--- src/rtl/mdu_iter_pkg.sv ---
// Shared types for the iterative multiply/divide unit: funct3 op encodings,
// FSM state encodings and the sign/corner-case flags latched at acceptance.
package mdu_iter_pkg;

   localparam int unsigned OP_W = 3;

   typedef enum logic [OP_W-1:0] {
      MDU_MUL    = 3'b000,
      MDU_MULH   = 3'b001,
      MDU_MULHSU = 3'b010,
      MDU_MULHU  = 3'b011,
      MDU_DIV    = 3'b100,
      MDU_DIVU   = 3'b101,
      MDU_REM    = 3'b110,
      MDU_REMU   = 3'b111
   } op_e;

   typedef enum logic [1:0] {
      MDU_IDLE = 2'b00,
      MDU_CALC = 2'b01,
      MDU_DONE = 2'b10
   } state_e;

   typedef struct packed {
      logic sa;    // dividend / multiplicand treated as negative
      logic sb;    // divisor / multiplier treated as negative
      logic div0;  // divide by zero
      logic ovf;   // signed overflow, INT_MIN / -1
   } mdu_flags_t;

   function automatic logic is_div(input op_e o);
      return o inside {MDU_DIV, MDU_DIVU, MDU_REM, MDU_REMU};
   endfunction

   function automatic logic signed_a(input op_e o);
      return o inside {MDU_MULH, MDU_MULHSU, MDU_DIV, MDU_REM};
   endfunction

   function automatic logic signed_b(input op_e o);
      return o inside {MDU_MULH, MDU_DIV, MDU_REM};
   endfunction

endpackage

--- src/rtl/mdu_neg.sv ---
// Conditional two's-complement: res_c = neg ? -in_val : in_val.
module mdu_neg #(
   parameter int unsigned W = 32
) (
   input  logic [W-1:0] in_val,
   input  logic         neg,
   output logic [W-1:0] res_c
);

   assign res_c = neg ? (~in_val + W'(1)) : in_val;

endmodule

--- src/rtl/mdu_iter.sv ---
// Iterative RV M-extension unit: radix-2 shift-add multiply and restoring divide
// sharing one 2*XLEN working register. Optional MDU_EARLY_OUT_EN fast-paths trivial ops.
module mdu_iter
   import mdu_iter_pkg::*;
#(
   parameter int unsigned XLEN  = 64,
   parameter int unsigned CNT_W = $clog2(XLEN) + 1
) (
   input  logic            clk,
   input  logic            rst_n,
   input  logic            flush,
   input  logic            in_valid,
   output logic            in_ready,
   input  logic [OP_W-1:0] op,
   input  logic [XLEN-1:0] a,
   input  logic [XLEN-1:0] b,
   output logic            out_valid,
   input  logic            out_ready,
   output logic [XLEN-1:0] result,
   output logic            busy
);

   localparam int unsigned      DW       = 2 * XLEN;
   localparam logic [XLEN-1:0]  INT_MIN  = {1'b1, {(XLEN-1){1'b0}}};
   localparam logic [CNT_W-1:0] CNT_LAST = CNT_W'(XLEN - 1);

   state_e           state_q, state_d;
   logic [CNT_W-1:0] cnt_q, cnt_d;
   op_e              op_q, op_d;
   mdu_flags_t       flg_q, flg_d;
   logic [DW-1:0]    acc_q, acc_d;
   logic [XLEN-1:0]  dvs_q, dvs_d;
   logic [XLEN-1:0]  result_q, result_d;
   logic             out_valid_q, out_valid_d;
   logic             in_ready_q, in_ready_d;
   logic             busy_q, busy_d;

   // Operand decode and magnitudes at acceptance
   op_e             op_in;
   logic            sa_in, sb_in, b_zero, ovf_in;
   logic [XLEN-1:0] mag_a_c, mag_b_c;

   assign op_in  = op_e'(op);
   assign sa_in  = a[XLEN-1] & signed_a(op_in);
   assign sb_in  = b[XLEN-1] & signed_b(op_in);
   assign b_zero = (b == '0);
   assign ovf_in = (op_in inside {MDU_DIV, MDU_REM}) && (a == INT_MIN) && (b == '1);

   mdu_neg #(.W(XLEN)) u_mag_a (.in_val(a), .neg(sa_in), .res_c(mag_a_c));
   mdu_neg #(.W(XLEN)) u_mag_b (.in_val(b), .neg(sb_in), .res_c(mag_b_c));

`ifdef MDU_EARLY_OUT_EN
   logic            early_c;
   logic [XLEN-1:0] early_res_c;

   always_comb begin
      early_c     = is_div(op_in) ? (b_zero | ovf_in) : ((a == '0) | b_zero);
      early_res_c = '0;
      if (is_div(op_in)) begin
         if (op_in inside {MDU_DIV, MDU_DIVU}) early_res_c = b_zero ? '1 : INT_MIN;
         else                                  early_res_c = b_zero ? a : '0;
      end
   end
`endif

   // One iteration: mul keeps {hi, multiplier}, div keeps {rem, quotient}
   logic [XLEN:0]   mul_sum_c, rem_sh_c, diff_c;
   logic            q_bit_c;
   logic [XLEN-1:0] rem_new_c;
   logic [DW-1:0]   iter_c;

   always_comb begin
      mul_sum_c = {1'b0, acc_q[DW-1:XLEN]} + (acc_q[0] ? {1'b0, dvs_q} : '0);
      rem_sh_c  = acc_q[DW-1:XLEN-1];
      diff_c    = rem_sh_c - {1'b0, dvs_q};
      q_bit_c   = ~diff_c[XLEN];
      rem_new_c = q_bit_c ? diff_c[XLEN-1:0] : rem_sh_c[XLEN-1:0];
      if (is_div(op_q)) iter_c = {rem_new_c, acc_q[XLEN-2:0], q_bit_c};
      else              iter_c = {mul_sum_c, acc_q[XLEN-1:1]};
   end

   logic [DW-1:0]   prod_c;
   logic [XLEN-1:0] quo_c, rem_c, fin_c;

   mdu_neg #(.W(DW))   u_neg_prod (.in_val(iter_c), .neg(flg_q.sa ^ flg_q.sb), .res_c(prod_c));
   mdu_neg #(.W(XLEN)) u_neg_quo  (.in_val(iter_c[XLEN-1:0]), .neg(flg_q.sa ^ flg_q.sb), .res_c(quo_c));
   mdu_neg #(.W(XLEN)) u_neg_rem  (.in_val(iter_c[DW-1:XLEN]), .neg(flg_q.sa), .res_c(rem_c));

   // Result select; divide-by-zero remainder already equals a after sign correction
   always_comb begin
      fin_c = '0;
      case (op_q)
         MDU_MUL:                         fin_c = prod_c[XLEN-1:0];
         MDU_MULH, MDU_MULHSU, MDU_MULHU: fin_c = prod_c[DW-1:XLEN];
         MDU_DIV, MDU_DIVU:               fin_c = flg_q.div0 ? '1 : (flg_q.ovf ? INT_MIN : quo_c);
         default:                         fin_c = flg_q.ovf ? '0 : rem_c;
      endcase
   end

   always_comb begin
      state_d  = state_q;
      cnt_d    = cnt_q;
      op_d     = op_q;
      flg_d    = flg_q;
      acc_d    = acc_q;
      dvs_d    = dvs_q;
      result_d = result_q;
      case (state_q)
         MDU_IDLE: begin
            if (in_valid && in_ready_q) begin
               op_d       = op_in;
               flg_d.sa   = sa_in;
               flg_d.sb   = sb_in;
               flg_d.div0 = is_div(op_in) && b_zero;
               flg_d.ovf  = ovf_in;
               cnt_d      = '0;
               acc_d      = {{XLEN{1'b0}}, mag_a_c};
               dvs_d      = mag_b_c;
               state_d    = MDU_CALC;
`ifdef MDU_EARLY_OUT_EN
               if (early_c) begin
                  state_d  = MDU_DONE;
                  result_d = early_res_c;
               end
`endif
            end
         end
         MDU_CALC: begin
            acc_d = iter_c;
            cnt_d = cnt_q + CNT_W'(1);
            if (cnt_q == CNT_LAST) begin
               cnt_d    = '0;
               result_d = fin_c;
               state_d  = MDU_DONE;
            end
         end
         MDU_DONE: if (out_ready) state_d = MDU_IDLE;
         default:  state_d = MDU_IDLE;
      endcase
      if (flush) begin
         state_d  = MDU_IDLE;
         cnt_d    = '0;
         result_d = result_q;
      end
      in_ready_d  = (state_d == MDU_IDLE);
      out_valid_d = (state_d == MDU_DONE);
      busy_d      = (state_d != MDU_IDLE);
   end

   always_ff @(posedge clk or negedge rst_n) begin
      if (!rst_n) begin
         state_q     <= MDU_IDLE;
         cnt_q       <= '0;
         op_q        <= MDU_MUL;
         flg_q       <= '0;
         acc_q       <= '0;
         dvs_q       <= '0;
         result_q    <= '0;
         out_valid_q <= 1'b0;
         in_ready_q  <= 1'b1;
         busy_q      <= 1'b0;
      end else begin
         state_q     <= state_d;
         cnt_q       <= cnt_d;
         op_q        <= op_d;
         flg_q       <= flg_d;
         acc_q       <= acc_d;
         dvs_q       <= dvs_d;
         result_q    <= result_d;
         out_valid_q <= out_valid_d;
         in_ready_q  <= in_ready_d;
         busy_q      <= busy_d;
      end
   end

   assign in_ready  = in_ready_q;
   assign out_valid = out_valid_q;
   assign result    = result_q;
   assign busy      = busy_q;

endmodule

--- config.mk ---
export PLATFORM = sky130hd
export DESIGN_NAME = mdu_iter
export DESIGN_NICKNAME = d
export VERILOG_FILES = /design/src/rtl/mdu_iter_pkg.sv /design/src/rtl/mdu_neg.sv /design/src/rtl/mdu_iter.sv
export SDC_FILE = /design/constraint.sdc
export NUM_CORES = 1
export LEC_CHECK = 0
export CAP_MARGIN = 40
export CORE_UTILIZATION = 30
export DETAILED_ROUTE_END_ITERATION = 7
export PLACE_DENSITY_LB_ADDON = 0.3
export SKIP_LAST_GASP = 1
export SYNTH_ARGS = -nofsm -noshare
export SYNTH_HDL_FRONTEND = slang
export SYNTH_SLANG_ARGS = --single-unit
--- constraint.sdc ---
create_clock -name clk -period 8.2 [get_ports clk]
set_input_delay 0.82 -clock clk [delete_from_list [all_inputs] [get_ports clk]]
set_output_delay 0.82 -clock clk [all_outputs]
set_load 0.01 [all_outputs]
==> key figures <==
Outcome
  – Outcome: completed

Power
  – Maximum vdd ir drop: 0.173 mV
  – Pint: 6.18 mW
  – LEAKAGE: 14.0 nW
  – Sw Ratio: 57.4%
  – Power Density: 407 nW/um^2
  – Comb power frac: 73.1%
  – Seq pwr share: 15.7%
  – Clk pwr share: 11.3%
  – P_sw: 8.32 mW

Global route
  – Total congestion overflow: 0
  – Largest net degree at the start of global routing: 189
  – Initial antenna violation count: 4
  – Global-route track usage on met1: 33.7%
  – Global-route wire length before repair: 209 mm
  – Vias in the first global route: 32200
  – M3 GR Usage: 3.62%
  – M2 GR Usage: 43.8%
  – Gr usage total: 26.7%
  – Top Usage Layer GRT: met2

Placed design
  – Final HPWL DP: 112 mm
  – GP Congestion: 0.985
  – DP Area: 34400 um^2
  – I/O Buffers: 202
  – Place WS: 1.24 ns

Timing
  – Post-route setup slack: 0.929 ns
  – Sum of negative setup slack: 0 ns
  – Final Hold Viols: 0
  – Min Tclk post-route: 7.27 ns
  – Clock skew: 0.0196 ns
  – Slew margin rel.: 25.1%
  – Setup-failing EPs final: 0
  – Peak Freq: 138 MHz
  – Crit share post-route: 88.7%
  – Slew Viols, Final: 0
  – Slew @ Worst Pin: 1.11 ns
  – RSZ-0062 raised after global routing: no

Clocking
  – Post-CTS resize count: 0
  – Post-CTS Hold Buffers: 0
  – Clock Path Buffers: 3
  – Reg clk slew, reported paths: 0.06 ns
  – Root Buffer: clkbuf_16
  – H-tree Lvls: 2
  – CTS Sinks: 275
  – Post-CTS Repair Setup Buffers: 0
  – Clk_lat worst skew: 0.58 ns
  – TritonCTS clock tree: yes
  – CTS Buf Count: 37

Final layout
  – Area grow syn2layout: 16.0%
  – Commonest non-fill, non-tap cells in the layout: nand2_1, nor2_1, o21ai_0
  – Share of cells above drive strength 1: 6.09%
  – Layout Nets: 4546
  – Area occupied by multi-input gates: 22400 um^2
  – Filler Cell Count: 10900
  – Commonest non-fill, non-tap cell in the layout: nand2_1
  – Final Instance Area: 35600 um^2
  – FF+latch area: 6890 um^2

Floorplan
  – Die footprint: 104000 um^2
  – Initial Util: 30.5%
  – Die width: 322 um
  – Die height: 322 um
  – IO Pins: 203
  – Rows: 116
  – Core area: 101000 um^2

Logic synthesis
  – Yosys warnings: 0
  – Number of synthesized register bits: 275
  – Syn Nets: 4440
  – Average footprint of a synthesized cell: 7.36 um^2
  – Area contributors post-synth: dfrtp_1, nand2_1, xnor2_1
  – Sequential area share after synthesis: 22.4%
  – Async SR Flop Fraction: 100%
  – Mapped Area: 30700 um^2
  – Top-area cell type share of the netlist area: 22.3%
  – Post-synth top area cell: dfrtp_1
  – Synth Instances: 4169
  – Predominant post-synthesis flop cell: dfrtp_1
  – Post-synth EDFFs: 0
  – Unique masters post-synth: 111

Worst setup path
  – Worst Reg2Reg Path Length in Cells: 19
  – Crit Path Category: flop to flop
  – Worst Setup Start Kind: flop
  – CP Max Fanout: 18
  – Crit path arrival time: 7.73 ns
  – CP required: 8.66 ns
  – CP endpoint kind: flop

Detailed routing
  – DR pass1 iterations: 6
  – Vias: 33500
  – Via density: 5.92
  – Violation count after the first detailed-route iteration: 3281
  – Antenna viol nets, final: 0
  – Wirelength per Cell: 25.1 um
  – Wirelength, routed: 142 mm
  – Residual DRC count: 0

Flow run
  – Maxcap violations: 0

Min path
  – HP Class: primary input to async pin
## area by class of cell
class	instances	share of cell area, %
Multi-Input combinational cell	3522	63.0
Sequential cell	275	19.3
Timing Repair Buffer	311	8.26
Tap cell	1357	4.77
Clock buffer	60	3.16
Inverter	128	1.35
Clock inverter	5	0.116
Antenna cell	1	0.00703
## path summary, 6_finish.rpt
kind | start | end | slack (ns)
max | acc_q[103]$_DFFE_PN0P_ | result[56]$_DFFE_PN0P_ | 0.93
min | rst_n | dvs_q[11]$_DFFE_PN0P_ | 0.32
max reg2reg | acc_q[103]$_DFFE_PN0P_ | result[56]$_DFFE_PN0P_ | 0.93
min reg2reg | result[22]$_DFFE_PN0P_ | result[22]$_DFFE_PN0P_ | 0.49
max in group asynchronous | rst_n | acc_q[53]$_DFFE_PN0P_ | 6.56
min in group clk | result[22]$_DFFE_PN0P_ | result[22]$_DFFE_PN0P_ | 0.49
## through the flow
stage / hold slack, ns / instances / util [%] / total power, mW
floorplan: 0.463 / 4169 / - / 8.84
global placement: 0.479 / 5574 / 34.0 / 12.5
detailed placement: 0.486 / 5591 / 34.2 / 12.6
CTS: 0.335 / 5656 / 35.3 / 14.3
global route: 0.372 / 5658 / 35.3 / 15.3
finish: 0.320 / 5659 / 35.3 / 14.5
## per-layer routing
layer,vias to the layer above,share of wire [%],wire (um)
li1,15600,-,-
met3,322,6.5,9190
met1,16200,41,58300
met2,1351,47,66200
met5,-,0,0
met4,0,5.9,8360
## power groups by stage
| stage | logic [mW] | clock network (mW) | registers (mW) |
|---|---|---|---|
| after floorplan | 6.83 | 0 | 2.00 |
| after global placement | 10.2 | 0 | 2.28 |
| after detailed placement | 10.3 | 0 | 2.29 |
| after CTS | 10.3 | 1.67 | 2.27 |
| after global routing | 11.3 | 1.72 | 2.31 |
| final | 10.6 | 1.63 | 2.27 |
## registers in the layout (all words and copies together), names as in the netlist
register and flops:
op_q 3, in_ready 1, out_valid 1, flg_q 4, result 64, acc_q 128
dvs_q 64, busy 1, state_q 2, cnt_q 7
## critical path: stages, from the launching register on
cell	delay [ns]
dfrtp_1	0.42
ha_1	0.51
nand4_1	0.33
nor3_1	0.55
and4b_1	0.39
o21a_1	0.72
nor3_2	0.29
o41ai_1	0.67
or3_1	0.29
ha_1	0.25
and2_1	0.15
o311ai_0	0.12
buf_4	0.20
or3_1	0.37
nor2_1	0.35
nand4_1	0.56
o31ai_1	0.48
xnor2_1	0.11
a221oi_1	0.31
nor2_1	0.07
## cells by family after synthesis
group	after synthesis	synth area share, %
mux	89	2.92
buf+inv	372	4.85
simple gates	1612	25.7
fa+ha+maj	135	5.55
xor+xnor	382	10.9
flops	275	22.4
compound gates	1304	27.7
## synth_stat cells, drive strengths merged, types with 78 or more instances
cell type  count
mux2i         84
nand2        509
a21oi        323
nand4         93
nor2         377
inv          127
nor3          96
clkbuf       191
a31oi         78
nand3        139
xor2         171
ha           133
dfrtp        274
and2          84
xnor2        211
o21ai        363
Power figures use the tool's default switching activity.
